==> src/rtl/pll_rst_seq.sv <==
// PLL power-up and recovery sequencer. It holds the PLL in reset, qualifies lock
// with a bounded retry count, and releases the downstream reset domains in a fixed order.
module pll_rst_seq #(
    parameter int unsigned PLL_RST_CYCLES = 8,
    parameter int unsigned LOCK_TIMEOUT   = 4096,
    parameter int unsigned LOCK_STABLE    = 64,
    parameter int unsigned NUM_STAGES     = 3,
    parameter int unsigned STAGE_GAP      = 16,
    parameter int unsigned MAX_RETRY      = 3
) (
    input  logic                  clk_in,
    input  logic                  rst_n_in,
    input  logic                  pll_locked_in,
    input  logic                  restart_in,
    output logic                  pll_areset_out,
    output logic [NUM_STAGES-1:0] stage_rst_n_out,
    output logic                  sys_ready_out,
    output logic                  fault_out,
    output logic [3:0]            retry_cnt_out
);

    function automatic int unsigned max_of(input int unsigned a, input int unsigned b);
        return (a > b) ? a : b;
    endfunction

    // Saturating retry counter increment
    function automatic logic [3:0] retry_sat_inc(input logic [3:0] v);
        if (v == 4'hF) begin
            return v;
        end else begin
            return v + 4'h1;
        end
    endfunction

    // One shared counter serves every timed state, so it is sized for the largest interval.
    localparam int unsigned CNT_MAX = max_of(max_of(PLL_RST_CYCLES, LOCK_TIMEOUT),
                                             max_of(LOCK_STABLE, STAGE_GAP));
    localparam int unsigned CNT_W   = (CNT_MAX > 1) ? $clog2(CNT_MAX) : 1;

    localparam logic [CNT_W-1:0]      CNT_ONE      = CNT_W'(1);
    localparam logic [CNT_W-1:0]      RST_LAST     = CNT_W'(PLL_RST_CYCLES - 1);
    localparam logic [CNT_W-1:0]      TIMEOUT_LAST = CNT_W'(LOCK_TIMEOUT - 1);
    localparam logic [CNT_W-1:0]      STABLE_LAST  = CNT_W'(LOCK_STABLE - 1);
    localparam logic [CNT_W-1:0]      GAP_LAST     = CNT_W'(STAGE_GAP - 1);
    localparam logic [NUM_STAGES-1:0] STAGE_FIRST  = NUM_STAGES'(1);
    localparam logic [3:0]            RETRY_LIMIT  = 4'(MAX_RETRY);

    typedef enum logic [2:0] {
        ST_PLL_RST   = 3'd0,
        ST_WAIT_LOCK = 3'd1,
        ST_STABLE    = 3'd2,
        ST_RELEASE   = 3'd3,
        ST_RUN       = 3'd4,
        ST_FAULT     = 3'd5
    } state_t;

    logic                  r_lk_meta;
    logic                  r_lk;
    state_t                r_state;
    logic [CNT_W-1:0]      r_cnt;
    logic                  r_pll_areset;
    logic [NUM_STAGES-1:0] r_stage_rst_n;
    logic                  r_sys_ready;
    logic                  r_fault;
    logic [3:0]            r_retry_cnt;

    logic                  w_stages_live;
    logic                  w_abort;
    logic [3:0]            w_retry_next;

    assign w_stages_live = (r_state == ST_RELEASE) || (r_state == ST_RUN);
    assign w_abort       = (r_state != ST_FAULT) && (restart_in || (w_stages_live && !r_lk));
    assign w_retry_next  = retry_sat_inc(r_retry_cnt);

    // Two-flop synchronizer for the asynchronous PLL lock indication
    always_ff @(posedge clk_in or negedge rst_n_in) begin
        if (!rst_n_in) begin
            r_lk_meta <= 1'b0;
            r_lk      <= 1'b0;
        end else begin
            r_lk_meta <= pll_locked_in;
            r_lk      <= r_lk_meta;
        end
    end

    // Sequencer FSM with registered outputs
    always_ff @(posedge clk_in or negedge rst_n_in) begin
        if (!rst_n_in) begin
            r_state       <= ST_PLL_RST;
            r_cnt         <= '0;
            r_pll_areset  <= 1'b1;
            r_stage_rst_n <= '0;
            r_sys_ready   <= 1'b0;
            r_fault       <= 1'b0;
            r_retry_cnt   <= 4'd0;
        end else if (w_abort) begin
            // Restart or lock loss: drop every domain at once and re-run from PLL reset.
            r_state       <= ST_PLL_RST;
            r_cnt         <= '0;
            r_pll_areset  <= 1'b1;
            r_stage_rst_n <= '0;
            r_sys_ready   <= 1'b0;
        end else begin
            case (r_state)
                ST_PLL_RST: begin
                    r_pll_areset <= 1'b1;
                    if (r_cnt == RST_LAST) begin
                        r_state      <= ST_WAIT_LOCK;
                        r_cnt        <= '0;
                        r_pll_areset <= 1'b0;
                    end else begin
                        r_cnt <= r_cnt + CNT_ONE;
                    end
                end
                ST_WAIT_LOCK: begin
                    if (r_lk) begin
                        r_state <= ST_STABLE;
                        r_cnt   <= '0;
                    end else if (r_cnt == TIMEOUT_LAST) begin
                        r_retry_cnt  <= w_retry_next;
                        r_cnt        <= '0;
                        r_pll_areset <= 1'b1;
                        if (w_retry_next == RETRY_LIMIT) begin
                            r_state <= ST_FAULT;
                            r_fault <= 1'b1;
                        end else begin
                            r_state <= ST_PLL_RST;
                        end
                    end else begin
                        r_cnt <= r_cnt + CNT_ONE;
                    end
                end
                ST_STABLE: begin
                    if (!r_lk) begin
                        r_state <= ST_WAIT_LOCK;
                        r_cnt   <= '0;
                    end else if (r_cnt == STABLE_LAST) begin
                        r_state       <= ST_RELEASE;
                        r_cnt         <= '0;
                        r_stage_rst_n <= STAGE_FIRST;
                    end else begin
                        r_cnt <= r_cnt + CNT_ONE;
                    end
                end
                ST_RELEASE: begin
                    // Stages fill from bit 0 upward, so release order cannot be violated.
                    if (r_stage_rst_n[NUM_STAGES-1]) begin
                        r_state     <= ST_RUN;
                        r_cnt       <= '0;
                        r_sys_ready <= 1'b1;
                        r_retry_cnt <= 4'd0;
                    end else if (r_cnt == GAP_LAST) begin
                        r_cnt         <= '0;
                        r_stage_rst_n <= (r_stage_rst_n << 1'b1) | STAGE_FIRST;
                    end else begin
                        r_cnt <= r_cnt + CNT_ONE;
                    end
                end
                ST_RUN: begin
                    r_sys_ready <= 1'b1;
                end
                ST_FAULT: begin
                    r_pll_areset  <= 1'b1;
                    r_stage_rst_n <= '0;
                    r_sys_ready   <= 1'b0;
                    if (restart_in) begin
                        r_state     <= ST_PLL_RST;
                        r_cnt       <= '0;
                        r_fault     <= 1'b0;
                        r_retry_cnt <= 4'd0;
                    end else begin
                        r_fault <= 1'b1;
                    end
                end
                default: begin
                    r_state       <= ST_PLL_RST;
                    r_cnt         <= '0;
                    r_pll_areset  <= 1'b1;
                    r_stage_rst_n <= '0;
                    r_sys_ready   <= 1'b0;
                    r_fault       <= 1'b0;
                end
            endcase
        end
    end

    assign pll_areset_out  = r_pll_areset;
    assign stage_rst_n_out = r_stage_rst_n;
    assign sys_ready_out   = r_sys_ready;
    assign fault_out       = r_fault;
    assign retry_cnt_out   = r_retry_cnt;

endmodule

==> config.mk <==
export PLATFORM = sky130hd
export DESIGN_NAME = pll_rst_seq
export DESIGN_NICKNAME = d
export VERILOG_FILES = /design/src/rtl/pll_rst_seq.sv
export SDC_FILE = /design/constraint.sdc
export NUM_CORES = 1
export LEC_CHECK = 0
export BUFFER_PORTS_ARGS = -buffer_cell sky130_fd_sc_hd__clkbuf_2
export CAP_MARGIN = 20
export CORE_UTILIZATION = 59
export CTS_CLUSTER_DIAMETER = 80
export DETAILED_ROUTE_END_ITERATION = 12
export PLACE_DENSITY = 0.88
export SYNTH_ARGS = -nofsm -noshare
export SYNTH_HDL_FRONTEND = slang
export SYNTH_SLANG_ARGS = --single-unit
export TNS_END_PERCENT = 100
==> constraint.sdc <==
create_clock -name clk_in -period 2.3 [get_ports clk_in]
set_input_delay 0.115 -clock clk_in [delete_from_list [all_inputs] [get_ports clk_in]]
set_output_delay 0.115 -clock clk_in [all_outputs]
set_load 0.02 [all_outputs]
==> flow_summary.ini <==
[outcome]
outcome = finished with violations
violations = design-rule violations

[synth]
synth_area_leaders = dfrtp_1 (36%), clkbuf_8 (4.6%), nor2_1 (4.6%), nand2_1 (3.1%), nor3_1 (3.1%)
synth_top_area_share_pct = 36.19
synth-seq-area-share_pct = 37.65
synth_fp_nets = 202
yosys_warnings = 0
syn_inst = 196
yosys.area.top_type = dfrtp_1
synth_edf_count = 0
synthArstFlopShare_pct = 100.0
yosysMostFrequentCell = dfrtp_1
synth_cell_types = 54
netlist_area_sq_um = 1798
avgSynthCellArea_sq_um = 9.173
synth_ff_type = dfrtp_1
synth-seq-cells = 27
synthTopCellsByCount = dfrtp_1 (26), nor2_1 (22), nand2_1 (15)

[die]
io_pins = 14
die-area_sq_um = 3272
rows = 19
die_h_microns = 57.21
initial_core_util_pct = 63.56
design.core.area_sq_um = 2829
fp.dieW_microns = 57.21

[sta]
tns_ns = 0
hold_ws_ns = 0.1780
report.final.slew_viol_count = 0
final-hold-violation-count = 0
fin_ws_ns = 0.1918
skew_ns = 0.003905
relSlewSlack_pct = 55.76
finalCriticalPeriod_ns = 2.108
period_share_pct = 91.66
worst_pin_slew_ns = 0.6636
rsz0062_at_grt = no
setup_viol = 0
max_freq_ghz = 0.4743

[layout]
final_cells = 241
syn_to_final_growth_pct = 3.966
final_nets = 217
num_antenna_cells = 0
drive_above_1_share_pct = 16.67

[critical_path]
critPathKind = reg2reg
crit_path_end_kind = flip-flop
rr_startpoint = r_cnt[0]
worstPathRequired_ns = 2.53
startpoint = r_cnt[0]
cp-start-kind = flip-flop
arrival_ns = 2.34
critPathMaxFanout = 12

[clocking]
cts_resized = 0
path_clk_slew_ns = 0.14
post_cts.repair.setup_buffers = 0
tritoncts = built
root_buffer = clkbuf_4
clkSinkCount = 27
clock_latency_ns = 0.32
tritoncts.num_buffers = 3
htree_levels = 1
clockBufferDepth = 2

[pwr]
irDropWorstVdd_mv = 0.2945
netSwitchingFraction_pct = 24.50
powerDensity_nw_per_um2 = 408.2
switchingPower_uw = 186.9
finalPower_uw = 763.0
clkPwrFrac_pct = 26.7
comb_power_share_pct = 8.1
internal-power_uw = 576.0
leakage_uw = 0.0008402
seq_power_share_pct = 65.2

[global_route]
grt_max_degree = 28
grt_pass1_vias = 1327
grt_pass1_wl_mm = 5.906
grt.total_usage_pct = 23.11
antenna_found_initial = 0
grt-ovfl-total = 0

[run]
max-cap-violations = 0

[drt]
first_pass_iters = 10
drtAntennaViolNets = 0
wirelength_mm = 3.494
viasPerCell = 6.071
first_iter_violations = 101
num_vias = 1463
wire_per_inst_microns = 14.50
route.detailed.drc = 2

[worst_hold_path]
hold_class = in2reg
min_from = restart_in

[placement]
dp_cells = 235
pre_cts_slack_ns = 0.1989
dpl.hpwl_mm = 2.520
place.gp.congestion = 0.8834
io_buffer_count = 13
==> per-stage QoR <==
step,cell area (sq um),utilization (%)
3_5_place_dp,1823,64.44
6_report,1869,66.08
2_1_floorplan,1798,-
3_3_place_gp,1823,64.44
5_1_grt,1869,66.08
4_1_cts,1869,66.08
==> power groups by stage <==
stage / Clock [uW] / Combinational [uW] / Sequential [uW]
after global routing: 227 / 70.2 / 500
after floorplan: 0 / 46.9 / 503
after detailed placement: 0 / 59.5 / 506
after global placement: 0 / 58.4 / 505
final: 204 / 61.6 / 497
after CTS: 212 / 62.3 / 497
==> per-layer routing <==
metal	global-route usage [%]	vias up	wire, microns
met1	32.15	691	1678
met3	2.041	5	103
met4	8.362	0	47
li1	-	741	-
met5	0	-	0
met2	37.98	26	1665
==> logic make-up (layout without fill, tap and decap cells) <==
family | after synthesis | after routing | share of synthesized area (%)
AO/OA/AOI/OAI | 52 | 52 | 20.67
flip-flops | 27 | 27 | 37.65
adder cells (fa/ha/maj) | 2 | 2 | 1.392
AND/OR/NAND/NOR | 90 | 90 | 28.32
buffers and inverters | 17 | 31 | 7.724
XOR/XNOR | 5 | 5 | 2.436
multiplexers | 3 | 3 | 1.809
==> cells in the final DEF (no fill, tap or decap), drive strengths merged, types with 3 or more instances in the layout <==
| master | Yosys | layout |
|---|---|---|
| a21o | 7 | 7 |
| xnor2 | 3 | 3 |
| clkbuf | 7 | 17 |
| nand3 | 10 | 10 |
| nor2b | 6 | 6 |
| nand2 | 15 | 15 |
| buf | 2 | 4 |
| o21ai | 14 | 14 |
| o22a | 3 | 3 |
| inv | 8 | 8 |
| nand4 | 6 | 6 |
| nor2 | 22 | 22 |
| nor4 | 4 | 4 |
| dfrtp | 26 | 26 |
| a21oi | 10 | 10 |
| nor3 | 11 | 11 |
==> worst max-delay path, cell delays in order (launching register included) <==
cell	delay, ns
dfrtp_1	0.43
ha_1	0.23
and3_1	0.27
nand4_1	0.18
a32oi_2	0.30
a31o_4	0.27
nor3_1	0.07
a211o_1	0.26
==> timing repair <==
action / in CTS / in global routing
hold buffers: 2 / 0
setup endpoints to repair: 0 / 1
hold endpoints to repair: 27 / 0
==> path summary, 6_finish.rpt <==
check / cells past startpoint / end / slack, ns
max: 7 / r_cnt[3] / 0.19
max in group asynchronous: 2 / r_cnt[0] / 1.55
min in group asynchronous: 2 / sys_ready_out / 0.33
min reg2reg: 0 / r_lk / 0.37
min: 2 / sys_ready_out / 0.18
max reg2reg: 7 / r_cnt[3] / 0.19
==> flip-flops by register name, indices dropped and copies added (netlist names) <==
register         count
sys_ready_out        1
r_state              3
r_lk                 1
stage_rst_n_out      3
retry_cnt_out        4
r_cnt               12
pll_areset_out       1
r_lk_meta            1
fault_out            1
==> final cells by class <==
cell class | instances | area, sq um
clock buffer | 4 | 26.28
fill | 236 | 959.7
inverter | 8 | 30.03
multi-input combinational | 152 | 982.2
sequential | 27 | 676.9
tap | 31 | 38.79
timing repair buffer | 19 | 115.1
(Power assumes the default switching activity.)
